## src/rtl/lw_hash_arbiter_if.sv

```systemverilog
// Requester-side and engine-side signal bundle for lw_hash_arbiter.
// The arbiter connects through the slave modport; the environment uses master.
interface lw_hash_arbiter_if #(
    parameter int N_REQ = 2,
    parameter int WORD  = 64
);
    logic [N_REQ-1:0]      req_i;
    logic [4*N_REQ-1:0]    req_opcode_i;
    logic [WORD*N_REQ-1:0] req_data_i;
    logic [N_REQ-1:0]      req_data_valid_i;
    logic [N_REQ-1:0]      req_last_i;
    logic [WORD*N_REQ-1:0] req_key_i;
    logic [N_REQ-1:0]      req_key_valid_i;
    logic [N_REQ-1:0]      req_new_key_i;
    logic [N_REQ-1:0]      req_abort_i;
    logic [N_REQ-1:0]      gnt_o;
    logic [N_REQ-1:0]      req_ready_o;
    logic [N_REQ-1:0]      req_key_ready_o;
    logic [N_REQ-1:0]      req_done_o;
    logic                  timeout_o;
    logic [8*WORD-1:0]     hash_o;
    logic                  eng_start_o;
    logic                  eng_abort_o;
    logic                  eng_last_o;
    logic                  eng_data_valid_o;
    logic                  eng_key_valid_o;
    logic                  eng_new_key_o;
    logic [WORD-1:0]       eng_data_o;
    logic [WORD-1:0]       eng_key_o;
    logic [3:0]            eng_opcode_o;
    logic                  eng_ready_i;
    logic                  eng_key_ready_i;
    logic                  eng_core_ready_i;
    logic                  eng_done_i;
    logic [8*WORD-1:0]     eng_hash_i;

    modport slave (
        input  req_i, req_opcode_i, req_data_i, req_data_valid_i, req_last_i,
        input  req_key_i, req_key_valid_i, req_new_key_i, req_abort_i,
        input  eng_ready_i, eng_key_ready_i, eng_core_ready_i, eng_done_i, eng_hash_i,
        output gnt_o, req_ready_o, req_key_ready_o, req_done_o, timeout_o, hash_o,
        output eng_start_o, eng_abort_o, eng_last_o, eng_data_valid_o, eng_key_valid_o,
        output eng_new_key_o, eng_data_o, eng_key_o, eng_opcode_o
    );

    modport master (
        output req_i, req_opcode_i, req_data_i, req_data_valid_i, req_last_i,
        output req_key_i, req_key_valid_i, req_new_key_i, req_abort_i,
        output eng_ready_i, eng_key_ready_i, eng_core_ready_i, eng_done_i, eng_hash_i,
        input  gnt_o, req_ready_o, req_key_ready_o, req_done_o, timeout_o, hash_o,
        input  eng_start_o, eng_abort_o, eng_last_o, eng_data_valid_o, eng_key_valid_o,
        input  eng_new_key_o, eng_data_o, eng_key_o, eng_opcode_o
    );
endinterface

```

## src/rtl/lw_hash_arbiter.sv

```systemverilog
// Round-robin arbiter sharing one lw_hmac engine between N_REQ requesters, with
// per-requester HMAC key ownership tracking and a stall watchdog.
module lw_hash_arbiter #(
    parameter int N_REQ   = 2,
    parameter int WORD    = 64,
    parameter int TIMEOUT = 1024
) (
    input  logic             clk_i,
    input  logic             aresetn_i,
    lw_hash_arbiter_if.slave bus
);
    localparam int              IDXW      = (N_REQ > 1) ? $clog2(N_REQ) : 1;
    localparam int              WDW       = $clog2(TIMEOUT + 1);
    localparam logic [IDXW-1:0] LAST_RST  = IDXW'(N_REQ - 1);
    localparam logic [IDXW:0]   N_W       = (IDXW + 1)'(N_REQ);
    localparam logic [WDW-1:0]  TIMEOUT_W = WDW'(TIMEOUT);

    typedef enum logic [1:0] {IDLE, LAUNCH, BUSY, RELEASE} state_t;

    state_t              state_reg, state_next;
    logic [IDXW-1:0]     g_reg, g_next;
    logic [IDXW-1:0]     last_gnt_reg, last_gnt_next;
    logic [IDXW-1:0]     owner_reg, owner_next;
    logic                owner_vld_reg, owner_vld_next;
    logic [WDW-1:0]      wdog_reg, wdog_next;
    logic [N_REQ-1:0]    gnt_reg, gnt_next;
    logic [N_REQ-1:0]    done_reg, done_next;
    logic [8*WORD-1:0]   hash_reg, hash_next;
    logic [3:0]          opcode_reg, opcode_next;
    logic                force_key_reg, force_key_next;

    logic [WORD-1:0]     data_arr [N_REQ];
    logic [WORD-1:0]     key_arr  [N_REQ];
    logic [3:0]          op_arr   [N_REQ];
    logic [N_REQ-1:0]    g_onehot, pick_onehot;
    logic [IDXW-1:0]     pick_idx;
    logic [IDXW:0]       cand;

    for (genvar gi = 0; gi < N_REQ; gi++) begin : g_unpack
        assign data_arr[gi]    = bus.req_data_i[gi*WORD +: WORD];
        assign key_arr[gi]     = bus.req_key_i[gi*WORD +: WORD];
        assign op_arr[gi]      = bus.req_opcode_i[gi*4 +: 4];
        assign g_onehot[gi]    = (g_reg == IDXW'(gi));
        assign pick_onehot[gi] = (pick_idx == IDXW'(gi));
    end

    // Scan offsets from farthest to nearest so the nearest requester after last_gnt wins.
    always_comb begin
        pick_idx = last_gnt_reg;
        cand     = '0;
        for (int k = N_REQ; k >= 1; k--) begin
            cand = {1'b0, last_gnt_reg} + (IDXW + 1)'(k);
            if (cand >= N_W) cand = cand - N_W;
            if (bus.req_i[cand[IDXW-1:0]]) pick_idx = cand[IDXW-1:0];
        end
    end

    logic in_launch, in_busy, active;
    logic sel_dv, sel_last, sel_kv, sel_new_key, sel_abort;
    logic [3:0] sel_op;
    logic done_hit, wd_fire, abort_hit, new_key_launch, handshake;

    assign in_launch      = (state_reg == LAUNCH);
    assign in_busy        = (state_reg == BUSY);
    assign active         = in_launch | in_busy;
    assign sel_dv         = bus.req_data_valid_i[g_reg];
    assign sel_last       = bus.req_last_i[g_reg];
    assign sel_kv         = bus.req_key_valid_i[g_reg];
    assign sel_new_key    = bus.req_new_key_i[g_reg];
    assign sel_abort      = bus.req_abort_i[g_reg];
    assign sel_op         = op_arr[g_reg];
    assign done_hit       = in_busy & bus.eng_done_i;
    assign wd_fire        = in_busy & (wdog_reg == TIMEOUT_W);
    assign abort_hit      = active & ~done_hit & (sel_abort | wd_fire);
    assign new_key_launch = sel_new_key | ~owner_vld_reg | (owner_reg != g_reg);
    assign handshake      = (sel_dv & bus.eng_ready_i) | (sel_kv & bus.eng_key_ready_i);

    assign bus.eng_start_o      = in_launch;
    assign bus.eng_abort_o      = abort_hit;
    assign bus.timeout_o        = wd_fire & ~done_hit;
    assign bus.eng_opcode_o     = in_launch ? sel_op : (in_busy ? opcode_reg : 4'h0);
    assign bus.eng_data_o       = active ? data_arr[g_reg] : '0;
    assign bus.eng_data_valid_o = active & sel_dv;
    assign bus.eng_last_o       = active & sel_last;
    assign bus.eng_key_o        = in_busy ? key_arr[g_reg] : '0;
    assign bus.eng_key_valid_o  = in_busy & sel_kv;
    // A key cached for another requester must never be reused, so force a reload.
    assign bus.eng_new_key_o    = in_launch ? new_key_launch
                                            : (in_busy & (sel_new_key | force_key_reg));
    assign bus.req_ready_o      = g_onehot & {N_REQ{in_launch ? sel_dv : (in_busy & bus.eng_ready_i)}};
    assign bus.req_key_ready_o  = g_onehot & {N_REQ{in_busy & bus.eng_key_ready_i}};
    assign bus.gnt_o            = gnt_reg;
    assign bus.req_done_o       = done_reg;
    assign bus.hash_o           = hash_reg;

    always_comb begin
        state_next     = state_reg;
        g_next         = g_reg;
        last_gnt_next  = last_gnt_reg;
        owner_next     = owner_reg;
        owner_vld_next = owner_vld_reg;
        wdog_next      = wdog_reg;
        gnt_next       = gnt_reg;
        done_next      = '0;
        hash_next      = hash_reg;
        opcode_next    = opcode_reg;
        force_key_next = force_key_reg;
        case (state_reg)
            IDLE: begin
                if (bus.eng_core_ready_i && (|bus.req_i)) begin
                    g_next     = pick_idx;
                    gnt_next   = pick_onehot;
                    hash_next  = '0;
                    state_next = LAUNCH;
                end
            end
            LAUNCH: begin
                if (abort_hit) begin
                    gnt_next   = '0;
                    state_next = RELEASE;
                    if (sel_op[3]) owner_vld_next = 1'b0;
                end else if (sel_dv) begin
                    wdog_next      = '0;
                    opcode_next    = sel_op;
                    force_key_next = new_key_launch;
                    state_next     = BUSY;
                    if (sel_op[3]) begin
                        owner_next     = g_reg;
                        owner_vld_next = 1'b1;
                    end
                end
            end
            BUSY: begin
                if (done_hit) begin
                    hash_next  = bus.eng_hash_i;
                    done_next  = g_onehot;
                    gnt_next   = '0;
                    state_next = RELEASE;
                end else if (abort_hit) begin
                    gnt_next   = '0;
                    state_next = RELEASE;
                    if (opcode_reg[3]) owner_vld_next = 1'b0;
                end else begin
                    wdog_next = handshake ? '0 : wdog_reg + 1'b1;
                end
            end
            RELEASE: begin
                if (bus.eng_core_ready_i) begin
                    last_gnt_next = g_reg;
                    state_next    = IDLE;
                end
            end
            default: state_next = IDLE;
        endcase
    end

    always_ff @(posedge clk_i or negedge aresetn_i) begin
        if (!aresetn_i) begin
            state_reg     <= IDLE;
            g_reg         <= '0;
            last_gnt_reg  <= LAST_RST;
            owner_reg     <= '0;
            owner_vld_reg <= 1'b0;
            wdog_reg      <= '0;
            gnt_reg       <= '0;
            done_reg      <= '0;
            hash_reg      <= '0;
            opcode_reg    <= 4'h0;
            force_key_reg <= 1'b0;
        end else begin
            state_reg     <= state_next;
            g_reg         <= g_next;
            last_gnt_reg  <= last_gnt_next;
            owner_reg     <= owner_next;
            owner_vld_reg <= owner_vld_next;
            wdog_reg      <= wdog_next;
            gnt_reg       <= gnt_next;
            done_reg      <= done_next;
            hash_reg      <= hash_next;
            opcode_reg    <= opcode_next;
            force_key_reg <= force_key_next;
        end
    end
endmodule

```

## src/flat_wrapper.sv

```systemverilog
// flat-port wrapper written by rule: the top's interface ports become plain ports
module lw_hash_arbiter_flat 
#(
    parameter int N_REQ   = 2,
    parameter int WORD    = 64,
    parameter int TIMEOUT = 1024
)
  (clk_i, aresetn_i, bus_req_i, bus_req_opcode_i, bus_req_data_i, bus_req_data_valid_i, bus_req_last_i, bus_req_key_i, bus_req_key_valid_i, bus_req_new_key_i, bus_req_abort_i, bus_eng_ready_i, bus_eng_key_ready_i, bus_eng_core_ready_i, bus_eng_done_i, bus_eng_hash_i, bus_gnt_o, bus_req_ready_o, bus_req_key_ready_o, bus_req_done_o, bus_timeout_o, bus_hash_o, bus_eng_start_o, bus_eng_abort_o, bus_eng_last_o, bus_eng_data_valid_o, bus_eng_key_valid_o, bus_eng_new_key_o, bus_eng_data_o, bus_eng_key_o, bus_eng_opcode_o);
  lw_hash_arbiter_if #(.N_REQ(N_REQ), .WORD(WORD)) bus_i ();
  input  logic clk_i;
  input  logic aresetn_i;
  input wire logic [$bits(bus_i.req_i)-1:0] bus_req_i;
  input wire logic [$bits(bus_i.req_opcode_i)-1:0] bus_req_opcode_i;
  input wire logic [$bits(bus_i.req_data_i)-1:0] bus_req_data_i;
  input wire logic [$bits(bus_i.req_data_valid_i)-1:0] bus_req_data_valid_i;
  input wire logic [$bits(bus_i.req_last_i)-1:0] bus_req_last_i;
  input wire logic [$bits(bus_i.req_key_i)-1:0] bus_req_key_i;
  input wire logic [$bits(bus_i.req_key_valid_i)-1:0] bus_req_key_valid_i;
  input wire logic [$bits(bus_i.req_new_key_i)-1:0] bus_req_new_key_i;
  input wire logic [$bits(bus_i.req_abort_i)-1:0] bus_req_abort_i;
  input wire logic [$bits(bus_i.eng_ready_i)-1:0] bus_eng_ready_i;
  input wire logic [$bits(bus_i.eng_key_ready_i)-1:0] bus_eng_key_ready_i;
  input wire logic [$bits(bus_i.eng_core_ready_i)-1:0] bus_eng_core_ready_i;
  input wire logic [$bits(bus_i.eng_done_i)-1:0] bus_eng_done_i;
  input wire logic [$bits(bus_i.eng_hash_i)-1:0] bus_eng_hash_i;
  output wire logic [$bits(bus_i.gnt_o)-1:0] bus_gnt_o;
  output wire logic [$bits(bus_i.req_ready_o)-1:0] bus_req_ready_o;
  output wire logic [$bits(bus_i.req_key_ready_o)-1:0] bus_req_key_ready_o;
  output wire logic [$bits(bus_i.req_done_o)-1:0] bus_req_done_o;
  output wire logic [$bits(bus_i.timeout_o)-1:0] bus_timeout_o;
  output wire logic [$bits(bus_i.hash_o)-1:0] bus_hash_o;
  output wire logic [$bits(bus_i.eng_start_o)-1:0] bus_eng_start_o;
  output wire logic [$bits(bus_i.eng_abort_o)-1:0] bus_eng_abort_o;
  output wire logic [$bits(bus_i.eng_last_o)-1:0] bus_eng_last_o;
  output wire logic [$bits(bus_i.eng_data_valid_o)-1:0] bus_eng_data_valid_o;
  output wire logic [$bits(bus_i.eng_key_valid_o)-1:0] bus_eng_key_valid_o;
  output wire logic [$bits(bus_i.eng_new_key_o)-1:0] bus_eng_new_key_o;
  output wire logic [$bits(bus_i.eng_data_o)-1:0] bus_eng_data_o;
  output wire logic [$bits(bus_i.eng_key_o)-1:0] bus_eng_key_o;
  output wire logic [$bits(bus_i.eng_opcode_o)-1:0] bus_eng_opcode_o;
  assign bus_i.req_i = bus_req_i;
  assign bus_i.req_opcode_i = bus_req_opcode_i;
  assign bus_i.req_data_i = bus_req_data_i;
  assign bus_i.req_data_valid_i = bus_req_data_valid_i;
  assign bus_i.req_last_i = bus_req_last_i;
  assign bus_i.req_key_i = bus_req_key_i;
  assign bus_i.req_key_valid_i = bus_req_key_valid_i;
  assign bus_i.req_new_key_i = bus_req_new_key_i;
  assign bus_i.req_abort_i = bus_req_abort_i;
  assign bus_i.eng_ready_i = bus_eng_ready_i;
  assign bus_i.eng_key_ready_i = bus_eng_key_ready_i;
  assign bus_i.eng_core_ready_i = bus_eng_core_ready_i;
  assign bus_i.eng_done_i = bus_eng_done_i;
  assign bus_i.eng_hash_i = bus_eng_hash_i;
  assign bus_gnt_o = bus_i.gnt_o;
  assign bus_req_ready_o = bus_i.req_ready_o;
  assign bus_req_key_ready_o = bus_i.req_key_ready_o;
  assign bus_req_done_o = bus_i.req_done_o;
  assign bus_timeout_o = bus_i.timeout_o;
  assign bus_hash_o = bus_i.hash_o;
  assign bus_eng_start_o = bus_i.eng_start_o;
  assign bus_eng_abort_o = bus_i.eng_abort_o;
  assign bus_eng_last_o = bus_i.eng_last_o;
  assign bus_eng_data_valid_o = bus_i.eng_data_valid_o;
  assign bus_eng_key_valid_o = bus_i.eng_key_valid_o;
  assign bus_eng_new_key_o = bus_i.eng_new_key_o;
  assign bus_eng_data_o = bus_i.eng_data_o;
  assign bus_eng_key_o = bus_i.eng_key_o;
  assign bus_eng_opcode_o = bus_i.eng_opcode_o;
  lw_hash_arbiter #(.N_REQ(N_REQ), .WORD(WORD), .TIMEOUT(TIMEOUT)) u_core (.clk_i(clk_i), .aresetn_i(aresetn_i), .bus(bus_i));
endmodule
```

## config.mk

```make
export PLATFORM = sky130hd
export DESIGN_NAME = lw_hash_arbiter_flat
export DESIGN_NICKNAME = d
export VERILOG_FILES = /design/src/rtl/lw_hash_arbiter_if.sv /design/src/rtl/lw_hash_arbiter.sv /design/src/flat_wrapper.sv
export SDC_FILE = /design/constraint.sdc
export NUM_CORES = 1
export LEC_CHECK = 0
export ABC_AREA = 1
export CAP_MARGIN = 20
export CORE_AREA = 5 5 563 565
export DETAILED_ROUTE_END_ITERATION = 8
export DIE_AREA = 0 0 568 570
export SYNTH_ARGS = -nofsm -noshare
export SYNTH_HDL_FRONTEND = slang
export SYNTH_SLANG_ARGS = --single-unit
```

## constraint.sdc

```tcl
create_clock -name clk_i -period 4.9 [get_ports clk_i]
set_input_delay 0.98 -clock clk_i [delete_from_list [all_inputs] [get_ports clk_i]]
set_output_delay 0.98 -clock clk_i [all_outputs]
set_load 0.05 [all_outputs]
```

==> results.cfg <==
[route]
drc = 0
drt-vias-per-instance = 3.150
wl_met3_mm = 50.94
dr.pass1.iters = 7
vias = 26820
top_layer_used = met5
routed_wl_mm = 267.9
wl_met2_mm = 117.0
m1WireLength_mm = 86.66
wl_per_cell_um = 31.46
ant_nets = 0
first_iter_violations = 1678

[die]
start_util = 0.07808
coreArea_um2 = 310900
die_h_um = 570
placementRows = 205
dieArea_um2 = 323800
die_width_um = 568
io_pins = 1453

[worst_setup_path]
crit_family = buffers and inverters
critPathLaunch = u_core.state_reg[0]$_DFFE_PN0P_
path_buf_inv = 3
worstSetupPathType = flop to primary output
worstPathArrival_ns = 3.85
path_max_fanout = 49
slowest_stage = clkdlybuf4s50_1
crit_path_end_kind = primary output
startpoint_type = flop
r2r_start = u_core.state_reg[0]$_DFFE_PN0P_
path_cells = inv_1 > ha_4 > buf_4 > o21ai_0 > nor2_1 > clkdlybuf4s50_1
slowest_delay_ns = 0.95
crit_required_ns = 3.92

[place]
dp_hpwl_mm = 235.5
placed_area_um2 = 43350
place_inst = 8317
gp_congestion = 1.012
port_buffers = 1452

[clock_tree]
clkTransAtPathRegs_ns = 0.06
numCtsBuffers = 81
cts_buffer_depth = 4
ctsHoldBuffers = 0
cts.htree.levels = 3
cts_tree = built
clock_latency_ns = 0.81
cts_root_buf = clkbuf_16
clock_sinks = 538

[synth]
yosysWarnings = 0
yosysUniqueCellTypes = 31
syn_inst = 2894
synth_area_leaders = dfrtp_1 55%, nand3_1 11%, inv_1 8.5%
syn_area_per_cell_um2 = 8.387
seq_area_frac_synth = 0.5547
synth_top_area_cell = dfrtp_1
syn-num-nets = 3694
yosys.area.top_type_share = 0.5536
ys_ff_latch = 538
synth.cell_area_um2 = 24270

[pwr]
power.leakage_nw = 17.62
ir_worst_vdd_mv = 0.5852
powerDensity_nw_per_um2 = 827.1

[timing]
relSlewSlack = 0.2964
fin_crit_sh = 0.9860
hold_viol = 0
setup_viol = 0
slew_viol_final = 0
timing.fmax_ghz = 0.2070
fin_worst_skew_ns = 0.05690
fin_setup_tns_ns = 0
tightest_slew_ns = 1.052
rsz0062_at_grt = no
period_needed_ns = 4.832

[cells_and_area]
nets = 5061
layout-drive-gt1-share = 0.05559
fin_area_um2 = 46180
instances_no_fill = 8513
largest_reg_flops = 512
synthToLayoutAreaGrowth_pct = 90.25

[hold_path]
holdCritPathClass = input pin to asynchronous set/reset pin

[status]
outcome = complete, no violations

[run]
cap_violations = 0

[global_route]
grt_pass1_vias = 26057
grt.overflow.total = 0
track_usage = 0.1587
grt_pass1_wl_mm = 323.4
antenna_found_initial = 269
grt_start_max_net_pins = 162
final cells by class:
| type | count | area, µm² |
|---|---|---|
| Clock inverter | 24 | 302.8 |
| Inverter | 551 | 2074 |
| Multi-Input combinational cell | 1588 | 7645 |
| Antenna cell | 56 | 140.1 |
| Clock buffer | 115 | 2355 |
| Sequential cell | 538 | 13470 |
| Timing Repair Buffer | 1501 | 15010 |
| Tap cell | 4140 | 5180 |
| Fill cell | 35418 | 264700 |
per-layer routing:
layer | vias to the layer above | GRT usage
met5 | - | 0
met3 | 639 | 0.1388
li1 | 12132 | -
met1 | 12344 | 0.1482
met2 | 1673 | 0.2501
met4 | 32 | 0.05844
cell usage after synthesis:
library cell  count
a21oi_1          15
buf_2            36
nor3_1            5
nand2_1          67
buf_1            11
dfrtp_1         537
nand4_1           4
or2_2             4
o21ai_0         269
nand3_1         525
o22a_1            1
clkinv_2          1
o31ai_1           1
o21ai_1         401
o21bai_1          1
o211ai_1          1
a211oi_4          1
mux2i_1           3
nor2_1          280
dfstp_2           1
inv_2             1
buf_4            21
inv_1           548
buf_8             1
clkinv_1          1
o21a_1            1
a211oi_1          1
ha_1              6
buf_6            23
a31oi_1           2
clkbuf_1        125
report_power, final:
group,total [W],internal [W],switching [W]
Clock,0.00610,0.00360,0.00250
Sequential,0.00720,0.00619,0.00101
Combinational,0.0249,0.00616,0.0187
Total,0.0382,0.0159,0.0222
cell families after synthesis:
logic type / synth area share
and+or+nand+nor: 0.1650
buffers and inverters: 0.1315
AOI/OAI and AO/OA: 0.1445
DFF: 0.5547
adders and majority gates: 0.003093
muxes: 0.001237
per-stage QoR:
stage	power (W)	hold slack (ns)	setup WS, ns	utilization
2_1_floorplan	0.02111	0.4356	1.562	-
3_3_place_gp	0.03253	0.4682	0.4100	0.1394
6_report	0.03820	0.1864	0.06844	0.1485
5_1_grt	0.04059	0.1683	0.02004	0.1484
4_1_cts	0.03900	0.1408	0.1099	0.1480
3_5_place_dp	0.03249	0.4737	0.5868	0.1394
timing repair:
action                                 in CTS  in global routing
gates resized for setup                     1                  1
cloned                                      0                  0
endpoints found under the hold margin       0                  0
setup buffers                               0                  0
setup endpoints to repair                   7                  1
path summary, 6_finish.rpt:
| check | end | slack, ns | depth (start not counted) |
|---|---|---|---|
| worst max register to register | u_core.bus.hash_o[299]$_DFFE_PN0P_ | 1.80 | 9 |
| worst min register to register | u_core.opcode_reg[0]$_DFFE_PN0P_ | 0.49 | 2 |
| worst max-delay path | bus_eng_key_o[36] | 0.07 | 6 |
| worst min-delay path | u_core.bus.hash_o[246]$_DFFE_PN0P_ | 0.19 | 1 |
| max in group asynchronous | u_core.bus.hash_o[415]$_DFFE_PN0P_ | 3.52 | 2 |
| min in group clk_i | u_core.opcode_reg[0]$_DFFE_PN0P_ | 0.49 | 2 |
cells in the final DEF (no fill, tap or decap), types with 5 or more instances in the layout:
| master | instances |
|---|---|
| diode_2 | 56 |
| buf_4 | 82 |
| nor3_1 | 5 |
| clkdlybuf4s50_1 | 1399 |
| clkinv_2 | 10 |
| inv_1 | 547 |
| o21ai_1 | 401 |
| clkbuf_1 | 14 |
| nand2_1 | 67 |
| nand3_1 | 525 |
| clkbuf_8 | 20 |
| clkbuf_16 | 81 |
| clkinvlp_4 | 5 |
| bufinv_16 | 5 |
| a21oi_1 | 15 |
| buf_12 | 19 |
| dfrtp_1 | 536 |
| nor2_1 | 279 |
| o21ai_0 | 269 |
(Power assumes the default switching activity.)
